$ cat src/rtl/btn_event_pkg.sv
// Shared event-code layout and helpers for the button event queue.
package btn_event_pkg;

  localparam int EV_W         = 8;
  localparam int EV_VALID_BIT = 7;
  localparam int EV_PRESS_BIT = 6;
  localparam int EV_IDX_LSB   = 0;
  localparam int EV_IDX_W     = 2;

  typedef logic [EV_W-1:0] ev_t;

  // Code returned when a pop finds nothing queued; its valid bit is clear.
  localparam ev_t EV_EMPTY = 8'h00;

  // Build an event code: valid, direction (1 = press), button index.
  function automatic ev_t ev_make(input logic press, input logic [EV_IDX_W-1:0] idx);
    ev_t ev;
    ev                            = '0;
    ev[EV_VALID_BIT]              = 1'b1;
    ev[EV_PRESS_BIT]              = press;
    ev[EV_IDX_LSB +: EV_IDX_W]    = idx;
    return ev;
  endfunction

endpackage

$ cat src/rtl/btn_event_fifo.sv
// Synchronous event FIFO. A push while full is accepted only when a pop
// happens in the same cycle, so a full queue can drain and refill at once.
module btn_event_fifo
  import btn_event_pkg::*;
#(
  parameter int DEPTH = 4
) (
  input  logic                   clock,
  input  logic                   reset,
  input  logic                   push,
  input  ev_t                    push_data,
  input  logic                   pop,
  output ev_t                    head,
  output logic                   full,
  output logic                   empty,
  output logic [$clog2(DEPTH):0] count
);

  localparam int AW = $clog2(DEPTH);
  localparam int CW = AW + 1;

  ev_t           mem [DEPTH];
  logic [AW-1:0] wr_ptr;
  logic [AW-1:0] rd_ptr;
  logic          do_push;
  logic          do_pop;

  assign full    = (count == CW'(DEPTH));
  assign empty   = (count == '0);
  assign do_pop  = pop && !empty;
  assign do_push = push && (!full || do_pop);
  assign head    = mem[rd_ptr];

  // Storage write.
  // NOTE: the data array is deliberately not reset; the count and pointers
  // decide which entries are meaningful, and a reset mux per entry buys nothing.
  always_ff @(posedge clock) begin
    if (do_push) mem[wr_ptr] <= push_data;
  end

  // Pointer and occupancy bookkeeping; pointers wrap naturally at DEPTH.
  // NOTE: every register here uses non-blocking assignment so all updates see
  // the pre-edge values, regardless of statement order.
  always_ff @(posedge clock) begin
    if (!reset) begin
      wr_ptr <= '0;
      rd_ptr <= '0;
      count  <= '0;
    end else begin
      if (do_push) wr_ptr <= wr_ptr + 1'b1;
      if (do_pop)  rd_ptr <= rd_ptr + 1'b1;
      case ({do_push, do_pop})
        2'b10:   count <= count + 1'b1;
        2'b01:   count <= count - 1'b1;
        default: count <= count;
      endcase
    end
  end

endmodule

$ cat src/rtl/btn_event_queue.sv
// Turns debounced button edges into press/release event codes, queues them
// in order and hands them out one per start/done transaction.
module btn_event_queue
  import btn_event_pkg::*;
#(
  parameter int DEPTH     = 4,
  parameter int BTN_WIDTH = 4
) (
  input  logic                   clock,
  input  logic                   reset,
  input  logic [BTN_WIDTH-1:0]   btn_stable,
  input  logic                   start_port,
  output logic                   done_port,
  output logic [7:0]             out1,
  output logic [$clog2(DEPTH):0] ev_count,
  output logic                   overflow
);

  logic [BTN_WIDTH-1:0] prev;
  logic [BTN_WIDTH-1:0] pending;
  logic [BTN_WIDTH-1:0] pend_dir;

  logic [BTN_WIDTH-1:0] edges;
  logic [BTN_WIDTH-1:0] ser_clear;
  logic [BTN_WIDTH-1:0] pending_next;
  logic [BTN_WIDTH-1:0] pend_dir_next;
  logic [BTN_WIDTH-1:0] lost;

  logic                 ser_found;
  logic [EV_IDX_W-1:0]  ser_idx;
  logic                 ser_dir;

  logic                 fifo_full;
  logic                 fifo_empty;
  ev_t                  fifo_head;
  logic                 fifo_push;
  logic                 fifo_pop;
  ev_t                  push_data;

  assign edges     = btn_stable ^ prev;
  assign fifo_pop  = start_port && !fifo_empty;
  // A full FIFO still accepts the serializer's event when a pop frees a slot.
  assign fifo_push = ser_found && (!fifo_full || fifo_pop);
  assign push_data = ev_make(ser_dir, ser_idx);

  // Pick the lowest-numbered pending button; scanning downward lets the
  // lowest index overwrite any higher one found earlier.
  // NOTE: every output of this block gets a default before the loop so no
  // path leaves it unassigned, which would otherwise infer a latch.
  always_comb begin
    ser_found = 1'b0;
    ser_idx   = '0;
    ser_dir   = 1'b0;
    for (int i = BTN_WIDTH - 1; i >= 0; i--) begin
      if (pending[i]) begin
        ser_found = 1'b1;
        ser_idx   = EV_IDX_W'(i);
        ser_dir   = pend_dir[i];
      end
    end
  end

  // Pending-bit bookkeeping: a fresh edge always wins over the bit being
  // serialized, and an edge that lands on an unserialized pending bit is lost.
  always_comb begin
    ser_clear = '0;
    for (int i = 0; i < BTN_WIDTH; i++) begin
      ser_clear[i] = fifo_push && (ser_idx == EV_IDX_W'(i));
    end
    pending_next  = edges | (pending & ~ser_clear);
    pend_dir_next = (edges & btn_stable) | (~edges & pend_dir);
    lost          = edges & pending & ~ser_clear;
  end

  // Edge stage and serializer state, plus the sticky loss flag.
  always_ff @(posedge clock) begin
    if (!reset) begin
      prev     <= '0;
      pending  <= '0;
      pend_dir <= '0;
      overflow <= 1'b0;
    end else begin
      prev     <= btn_stable;
      pending  <= pending_next;
      pend_dir <= pend_dir_next;
      if (|lost) overflow <= 1'b1;
    end
  end

  // Pop handshake: answer every start one cycle later and hold the answer.
  always_ff @(posedge clock) begin
    if (!reset) begin
      done_port <= 1'b0;
      out1      <= EV_EMPTY;
    end else begin
      done_port <= start_port;
      if (start_port) out1 <= fifo_empty ? EV_EMPTY : fifo_head;
    end
  end

  btn_event_fifo #(
    .DEPTH (DEPTH)
  ) u_fifo (
    .clock     (clock),
    .reset     (reset),
    .push      (fifo_push),
    .push_data (push_data),
    .pop       (fifo_pop),
    .head      (fifo_head),
    .full      (fifo_full),
    .empty     (fifo_empty),
    .count     (ev_count)
  );

endmodule

$ cat config.mk
export PLATFORM = sky130hd
export DESIGN_NAME = btn_event_queue
export DESIGN_NICKNAME = d
export VERILOG_FILES = /design/src/rtl/btn_event_pkg.sv /design/src/rtl/btn_event_fifo.sv /design/src/rtl/btn_event_queue.sv
export SDC_FILE = /design/constraint.sdc
export NUM_CORES = 1
export LEC_CHECK = 0
export CORE_MARGIN = 2
export CORE_UTILIZATION = 40
export DETAILED_ROUTE_END_ITERATION = 7
export PLACE_DENSITY = 0.59
export SETUP_SLACK_MARGIN = 0.4
export SYNTH_ARGS = -nofsm -noshare
export SYNTH_HDL_FRONTEND = slang
export SYNTH_SLANG_ARGS = --single-unit
$ cat constraint.sdc
create_clock -name clock -period 3.6 [get_ports clock]
set_clock_uncertainty 0.15 [all_clocks]
set_input_delay 1.08 -clock clock [delete_from_list [all_inputs] [get_ports clock]]
set_output_delay 1.08 -clock clock [all_outputs]
set_load 0.02 [all_outputs]
; Word-level counts from Yosys, hierarchy flattened
; Memory sizes are Yosys's and may differ from the RTL's. A register that Yosys moved wholly into a read port is not among the register bits.
; Cells that the tools add are included.
[word_totals]
register_bits = 29
ramBits = 12
out_inout_bits = 13
elab_cells = 64
mem_count = 1
[mem_list]
columns = memory, depth, word_bits, rd, rd_clocked_by_memory_dff, wr, line
row1 = u_fifo.mem, 4, 3, 1, 1, 1, btn_event_fifo.sv:22  ; ev_t mem [DEPTH];
[classes]
add_sub_neg = 4
eq_ne = 6
muxes = 18
bitwise = 10
reduce_logical = 16
[ops]
columns = cell, count
row1 = 4-bit AND, 5
row2 = 2-bit 2-to-1 mux, 6
row3 = 1-bit 2-to-1 mux, 10
row4 = 1-bit logical AND, 8
row5 = 8-bit 2-to-1 mux, 1
row6 = 4-bit inverter, 2
row7 = 4-bit OR, 2
row8 = 2-bit == test (second input constant), 3
row9 = 3-bit one-hot mux with 2 select lines, 1
row10 = 2-bit by 1-bit adder with 2-bit output (second input constant), 2
row11 = 2-bit by 1-bit == test with 1-bit output (second input constant), 2
row12 = 4-bit OR reduction, 1
row13 = 4-bit XOR, 1
row14 = 3-bit by 1-bit adder with 3-bit output (second input constant), 1
row15 = 3-bit == test (second input constant), 1
row16 = 3-bit zero test, 1
row17 = 3-bit by 1-bit subtractor with 3-bit output (second input constant), 1
row18 = 1-bit zero test, 2
row19 = 2-bit zero test, 1
row20 = 1-bit logical OR, 2
row21 = 2-bit nonzero test, 1

; Logic depth before layout (Yosys ltp)
; Gate-level depths: netlist of the first run.
[depth]
depth_word = 9
ltp_mapped = 10

; Hierarchy
; Synthesis of the first run repeated with hierarchy kept, for this count alone.
[hier_totals]
hier_cells = 213
area_unflattened_um2 = 2652.5
[modules_own_cells]
columns = module, n_inst, cells_per_inst, area_each_um2, seq_area_each_um2
row1 = btn_event_fifo, 1, 102, 1707.9, 1141.1
row2 = btn_event_queue, 1, 111, 944.7, 440.4

; Least setup slack after synthesis of the first run
; Ideal clock, no wire load.
[synth_timing]
path_kind = input to register
start = in start_port
end = reg u_fifo.count[2]
setup_ns = 0.076
t_arrival_ns = 2.803
required_time_ns = 3.374
setup_slack_ns = 0.571
path_stages = 9
cell_sequence = nor4b_4 > a21oi_2 > inv_1 > ha_1 > inv_1 > fa_1 > xor2_1 > or3_1 > a21boi_0
[synth_via]
elab_chain_len = 6
elab_cells_between_ends = 10
classes_between = eq/ne (2) / mux (1) / reduce/logical (7)
[synth_rtl]
columns = element, line
row1 = start: declaration, btn_event_queue.sv:12  ; input logic start_port,
row2 = 1-bit logical AND *, btn_event_queue.sv:41  ; assign fifo_pop = start_port && !fifo_empty;
row3 = 1-bit logical OR / 1-bit logical AND (equally long branches), "btn_event_queue.sv:43, btn_event_fifo.sv:30"
row4 = 1-bit logical AND / 1-bit logical OR (equally long branches), "btn_event_queue.sv:43, btn_event_fifo.sv:31"
row5 = 1-bit logical AND, btn_event_fifo.sv:31  ; assign do_push = push && (!full || do_pop);
row6 = 2-bit by 1-bit == test with 1-bit output / 2-bit == test (equally long branches), btn_event_fifo.sv:52  ; case ({do_push, do_pop})
row7 = 3-bit one-hot mux with 2 select lines / 2-bit nonzero test (equally long branches), n/a
row8 = end signal: assignment, btn_event_fifo.sv:53  ; 2'b10: count <= count + 1'b1;
row9 = end signal: assignment, btn_event_fifo.sv:54  ; 2'b01: count <= count - 1'b1;
row10 = end signal: assignment, btn_event_fifo.sv:55  ; default: count <= count;
row11 = end: declaration, btn_event_fifo.sv:16  ; output logic [$clog2(DEPTH):0] count
; Every way passes the cells marked *; elsewhere a longest branch is shown, timed or not.
; A chain may end at the register's enable or synchronous reset.

; Worst setup path in the final report of the first run
; Same ends and word-level chain as after synthesis.

==> results of run 1 <==
cells in the final DEF (no fill, tap or decap), types with 5 or more instances in the layout:
cell type	n
edfxtp_1	12
nor2b_1	9
clkbuf_8	5
and2_1	19
dfxtp_1	27
clkdlybuf4s50_1	14
inv_1	12
ha_1	5
xnor2_1	5
a21oi_1	7
Yosys cell counts (all sizes together), types with 2 or more instances:
cell / count / area share (%)
a21oi: 8 / 2.6
xnor2: 5 / 2.6
nand2: 4 / 0.89
inv: 12 / 2.7
o21a: 4 / 1.8
dfxtp: 27 / 32
ha: 5 / 3.7
clkbuf: 2 / 0.45
nor2b: 9 / 3.3
mux4: 3 / 4.0
and2: 19 / 7.0
maj3: 4 / 2.4
o21ai: 4 / 1.2
xor2: 4 / 2.1
a21boi: 3 / 1.3
buf: 7 / 2.7
nor2: 3 / 0.67
edfxtp: 12 / 21
layer usage:
| layer | routed length [um] | up-vias | global-route usage [%] |
|---|---|---|---|
| met4 | 49 | 0 | 8.09 |
| met1 | 1220 | 485 | 16.2 |
| met3 | 89 | 6 | 3.90 |
| met2 | 1310 | 20 | 23.3 |
| met5 | 0 | - | 0 |
| li1 | - | 528 | - |
metrics by stage:
stage | cells | hold WS, ns
3_3_place_gp | 211 | 0.372
3_5_place_dp | 211 | 0.390
2_1_floorplan | 151 | 0.350
5_1_grt | 219 | 0.438
4_1_cts | 219 | 0.405
6_report | 219 | 0.404
where the power goes:
group          internal, uW  switching (uW)
registers               544            64.6
logic                   187             166
clock network           206             157
total                   937             388
worst reg2reg max path: stages, from the launching register on:
cell and delay (ns):
dfxtp_1 0.38, nor4b_4 0.34, a21oi_2 0.06, inv_1 0.07
ha_1 0.18, inv_1 0.06, fa_1 0.38, xor2_1 0.16
or3_1 0.30, a21boi_0 0.16
cells by family after synthesis:
| family | Yosys count |
|---|---|
| XOR/XNOR | 9 |
| adder cells (fa/ha/maj) | 10 |
| buffers and inverters | 21 |
| AO/OA/AOI/OAI | 25 |
| flip-flops | 39 |
| multiplexers | 4 |
| AND/OR/NAND/NOR | 39 |
| other | 1 |
worst paths after layout:
| check | slack, ns | to |
|---|---|---|
| worst max-delay path | 0.81 | u_fifo.count[2]$_SDFFE_PN0P_ |
| worst min-delay path | 0.40 | u_fifo.count[2]$_SDFFE_PN0P_ |
| worst max register to register | 1.30 | u_fifo.count[2]$_SDFFE_PN0P_ |
| worst min register to register | 0.40 | u_fifo.count[2]$_SDFFE_PN0P_ |
cell type report:
cell class	count	area, sq um
fill	381	2030
sequential	39	901
multi-input combinational	91	699
timing repair buffer	19	183
clock buffer	5	68.8
tap	50	62.6
inverter	12	45.0
clock inverter	3	43.8
what timing repair did:
action / 4_1_cts / 5_1_grt
resized for setup: 0 / 1
setup endpoints to repair: 0 / 1
setup buffers: 0 / 0
==> results_dict.tcl, run 1 <==
set metrics [dict create \
    power_density_nw_per_um2 661 \
    synth_top_family_by_area "simple AND/OR/NAND/NOR gates" \
    clock-sinks 39 \
    finalInstanceArea_sq_um 2000 \
    crit_chain "dlymetal6s2s_1 -> nor4b_4 -> a21oi_2 -> inv_1 -> ha_1 -> inv_1 -> fa_1 -> xor2_1 -> or3_1 -> a21boi_0" \
    hold_class "flip-flop to flip-flop" \
    max_freq_ghz 0.359 \
    drive_above_1_share_pct 10.1 \
    start_util_pct 41.9 \
    grt_setup_unrepaired "no" \
    place_worst_setup_slack_ns 0.142 \
    synth_xor_area_share_pct 4.67 \
    yosys.area_share.simple_pct 14.5 \
    crit_top_cell "inv_1" \
    grt_pass1_wl_mm 4.66 \
    antenna_cells 0 \
    outcome "complete, no violations" \
    whs_path_depth 2 \
    crit_fanout 2 \
    slowest_delay_ns 0.38 \
    fin_crit_ns 2.79 \
    via_per_inst 4.74 \
    endpoint_kind "flip-flop" \
    cts_root_buf "clkbuf_8" \
    final.setup.worst_slack_ns 0.811 \
    cts_buffer_depth 2 \
    p_leak_uw 0.000761 \
    synthAdderAreaFrac_pct 7.27 \
    cts_tree "built" \
    worst_slew_pin_slew_ns 0.739 \
    crit_type "input port to flip-flop" \
    synth_top_flop_cell "dfxtp_1" \
    grt_overflow_total 0 \
    drc 0 \
    grt_pass1_vias 1043 \
    reg2reg_depth 9 \
    synthMuxAreaShare_pct 4.60 \
    cp-start-kind "input port" \
    final_nets 181 \
    timing.rr.start "u_fifo.count[1]$_SDFFE_PN0P_" \
    synthDistinctLibCells 34 \
    syn-instance-count 148 \
    port-buffer-count 15 \
    pin_count 20 \
    slew_headroom_pct 50.6 \
    postCtsHoldBufs 0 \
    vdd_drop_max_mv 0.332 \
    cap_violations 0 \
    yosysSeqAreaShare_pct 53.4 \
    path_clk_slew_ns 0.08 \
    setup_viol 0 \
    slowest_stage "fa_1" \
    syn_area_per_cell_sq_um 11.4 \
    fin_total_pwr_uw 1320 \
    synth_edf_count 12 \
    final_util_pct 49.7 \
    crit_start "start_port" \
    gp_congestion 0.785 \
    antenna_found_initial 0 \
    hpwlAfterDp_mm 1.95 \
    period_share_pct 77.5 \
    wl_per_cell_um 12.2 \
    crit_cells 10 \
    grt_use_total_pct 14.0 \
    synth-compound-area-share_pct 9.57 \
    cts_max_level 2 \
    die_w_um 68.9 \
    slew_violations 0 \
    async_flop_share_pct 0 \
    dr.pass1.iters 4 \
    syn-cell-area_sq_um 1690 \
    die_area_sq_um 4750 \
    dpl_cell_area_sq_um 1890 \
    min_from "u_fifo.count[2]$_SDFFE_PN0P_" \
    drt_iter0_drc 50 \
    cts_buffers 5 \
    die_h_um 68.9 \
    syn_to_final_growth_pct 18.8 \
    drt_wl_total_mm 2.67 \
    yosysWarnings 0 \
    grt_start_max_net_pins 27 \
    final_hold_viol_count 0 \
    core_sq_um 4030 \
    insertion_delay_ns 0.29 \
    worst_ep_arrival_time_ns 2.86 \
    required_ns 3.67 \
    ant_nets 0 \
    core.rowCount 23 \
    path_delay_family "simple AND/OR/NAND/NOR gates" \
    critPathBufInv 3 \
    num_vias 1039 \
    ys_ff_latch 39 \
    setup_tns_ns 0 \
]
(Power assumes the default switching activity.)
==> run 2, diff against run 1 <==
==> constraint.sdc (replaced) <==
create_clock -name clock -period 2.8 [get_ports clock]
set_clock_uncertainty 0.15 [all_clocks]
set_input_delay 0.84 -clock clock [delete_from_list [all_inputs] [get_ports clock]]
set_output_delay 0.84 -clock clock [all_outputs]
set_load 0.02 [all_outputs]
==> run 2 against run 1 <==
  * Sequential share of layout area about the same
  * Critical path type unchanged
  * Sequential power up 29%
  * Highest routed layer unchanged
  * Worst setup slack worse by 0.43 ns
  * First-iteration DRC count down 40%
  * Combinational power up 29%
  * Largest cell class unchanged
  * Flip-flop and latch count unchanged
  * Critical path depth unchanged
  * Critical endpoint unchanged
  * Register-to-register slack worse by 0.71 ns
  * Cell count up 0.46%
==> results_dict.tcl, run 2 (synthesis gave the netlist of run 1 again) <==
set metrics [dict create \
    path_clk_slew_ns 0.07 \
    vdd_drop_max_mv 0.330 \
    gp_congestion 0.744 \
    grt_start_max_net_pins 27 \
    grt_setup_unrepaired "yes" \
    final_nets 182 \
    core_sq_um 4030 \
    crit_type "input port to flip-flop" \
    fin_total_pwr_uw 1690 \
    critPathBufInv 3 \
    final_cell_mix "dfxtp_1 (27), and2_1 (19), clkdlybuf4s50_1 (12), edfxtp_1 (12), inv_1 (11)" \
    via_per_inst 4.66 \
    endpoint_kind "flip-flop" \
    pin_count 20 \
    nFillCells 395 \
    die_area_sq_um 4750 \
    cts_buffer_depth 2 \
    drt_iter0_drc 30 \
    wl_per_cell_um 12.1 \
    cts_max_level 2 \
    cp-start-kind "input port" \
    insertion_delay_ns 0.28 \
    cts_root_buf "clkbuf_8" \
    place_worst_setup_slack_ns -0.321 \
    seqCellArea_sq_um 901 \
    final_hold_viol_count 0 \
    drive_above_1_share_pct 12.4 \
    die_w_um 68.9 \
    port-buffer-count 15 \
    outcome "complete, no violations" \
    grt_pass1_wl_mm 4.53 \
    dp_cells 212 \
    crit_fanout 3 \
    worst_slew_pin_slew_ns 0.711 \
    cap_violations 0 \
    final.setup.worst_slack_ns 0.381 \
    grt_use_total_pct 13.2 \
    period_share_pct 86.4 \
    cts_tree "built" \
    num_vias 1026 \
    dr.pass1.iters 4 \
    drt_wl_total_mm 2.66 \
    core.rowCount 23 \
    post_cts_buffers 0 \
    slew_headroom_pct 52.4 \
    antenna_found_initial 0 \
    required_ns 2.87 \
    path_delay_family "simple AND/OR/NAND/NOR gates" \
    postCtsHoldBufs 0 \
    worst_ep_arrival_time_ns 2.49 \
    drc 0 \
    crit_chain "buf_2 -> nor4b_4 -> a21oi_2 -> inv_1 -> ha_2 -> inv_2 -> fa_2 -> xor2_1 -> or3_1 -> a21boi_1" \
    layout.cells.non_filler 220 \
    slowest_delay_ns 0.32 \
    ant_nets 0 \
    clock-sinks 39 \
    multi_input_area_sq_um 704 \
    hold_class "flip-flop to flip-flop" \
    grt_overflow_total 0 \
    slowest_stage "fa_2" \
    p_leak_uw 0.000772 \
    hpwlAfterDp_mm 1.97 \
    cts_buffers 5 \
    slew_violations 0 \
    grt_pass1_vias 1011 \
    layout_commonest_cell "dfxtp_1" \
    final_util_pct 49.8 \
    die_h_um 68.9 \
    power_density_nw_per_um2 842 \
    setup_viol 0 \
    syn_to_final_growth_pct 18.8 \
    antenna_cells 0 \
    start_util_pct 41.9 \
    max_freq_ghz 0.413 \
    fin_crit_ns 2.42 \
]
[run 2: cell count changes in the layout (fill, tap and decap cells not counted), sizes merged]
cell | previous run | this run
buf | 4 | 6
clkdlybuf4s50 | 14 | 12
dlygate4sd2 | 0 | 1
[run 2: layer usage]
layer / GRT usage, % / wire [um] / up-vias
met5: 0 / 0 / -
met4: 7.11 / 51 / 0
met3: 4.06 / 114 / 5
met2: 21.0 / 1250 / 20
met1: 16.0 / 1250 / 471
li1: - / - / 530
[run 2: through the flow]
stage | instance area [sq um] | hold WS [ns] | setup TNS (ns)
final | 2000 | 0.408 | 0
after global routing | 2000 | 0.445 | 0
after CTS | 2000 | 0.409 | 0
after detailed placement | 1900 | 0.405 | -0.424
after global placement | 1900 | 0.357 | -0.268
after floorplan | 1700 | 0.350 | 0
[run 2: layout make-up]
cell class / count / area share, %
flip-flops and latches: 39 / 44.9
multi-input cells: 91 / 35.1
repair buffers: 20 / 9.18
clock buffers: 5 / 3.43
well taps: 50 / 3.12
inverters: 12 / 2.25
clock inverters: 3 / 1.94
[run 2: what timing repair did]
| action | in CTS | in global routing |
|---|---|---|
| setup endpoints to repair | 4 | 2 |
| resized for setup | 5 | 1 |
| pin swaps | 2 | 2 |
[run 2: tightest hold or removal path, delay by kind of cell, from the launching register on]
family	cells	cell delay, ns
AOI/OAI and AO/OA	2	0.16
DFF	1	0.35
[run 2: worst paths after layout]
path | from | endpoint | slack (ns) | depth (start not counted)
max | start_port | u_fifo.count[2]$_SDFFE_PN0P_ | 0.38 | 10
min | u_fifo.count[2]$_SDFFE_PN0P_ | u_fifo.count[2]$_SDFFE_PN0P_ | 0.41 | 2
max reg2reg | u_fifo.count[1]$_SDFFE_PN0P_ | u_fifo.count[2]$_SDFFE_PN0P_ | 0.59 | 9
min reg2reg | u_fifo.count[2]$_SDFFE_PN0P_ | u_fifo.count[2]$_SDFFE_PN0P_ | 0.41 | 2
[run 2: where the power goes]
| group | leakage (uW) | internal [uW] | total (uW) | switching (uW) |
|---|---|---|---|---|
| combinational | 0.000380 | 242 | 457 | 215 |
| sequential | 0.000337 | 699 | 786 | 86.5 |
| clock | 0.0000556 | 261 | 444 | 184 |
==> run 3, diff against run 2 <==
--- a/config.mk
+++ b/config.mk
@@ -10,6 +10,7 @@
 export DETAILED_ROUTE_END_ITERATION = 7
 export PLACE_DENSITY = 0.59
 export SETUP_SLACK_MARGIN = 0.4
+export SLEW_MARGIN = 15
 export SYNTH_ARGS = -nofsm -noshare
 export SYNTH_HDL_FRONTEND = slang
 export SYNTH_SLANG_ARGS = --single-unit
==> results of run 3 <==
No change in the layout: final DEF, timing and power equal those of run 2.
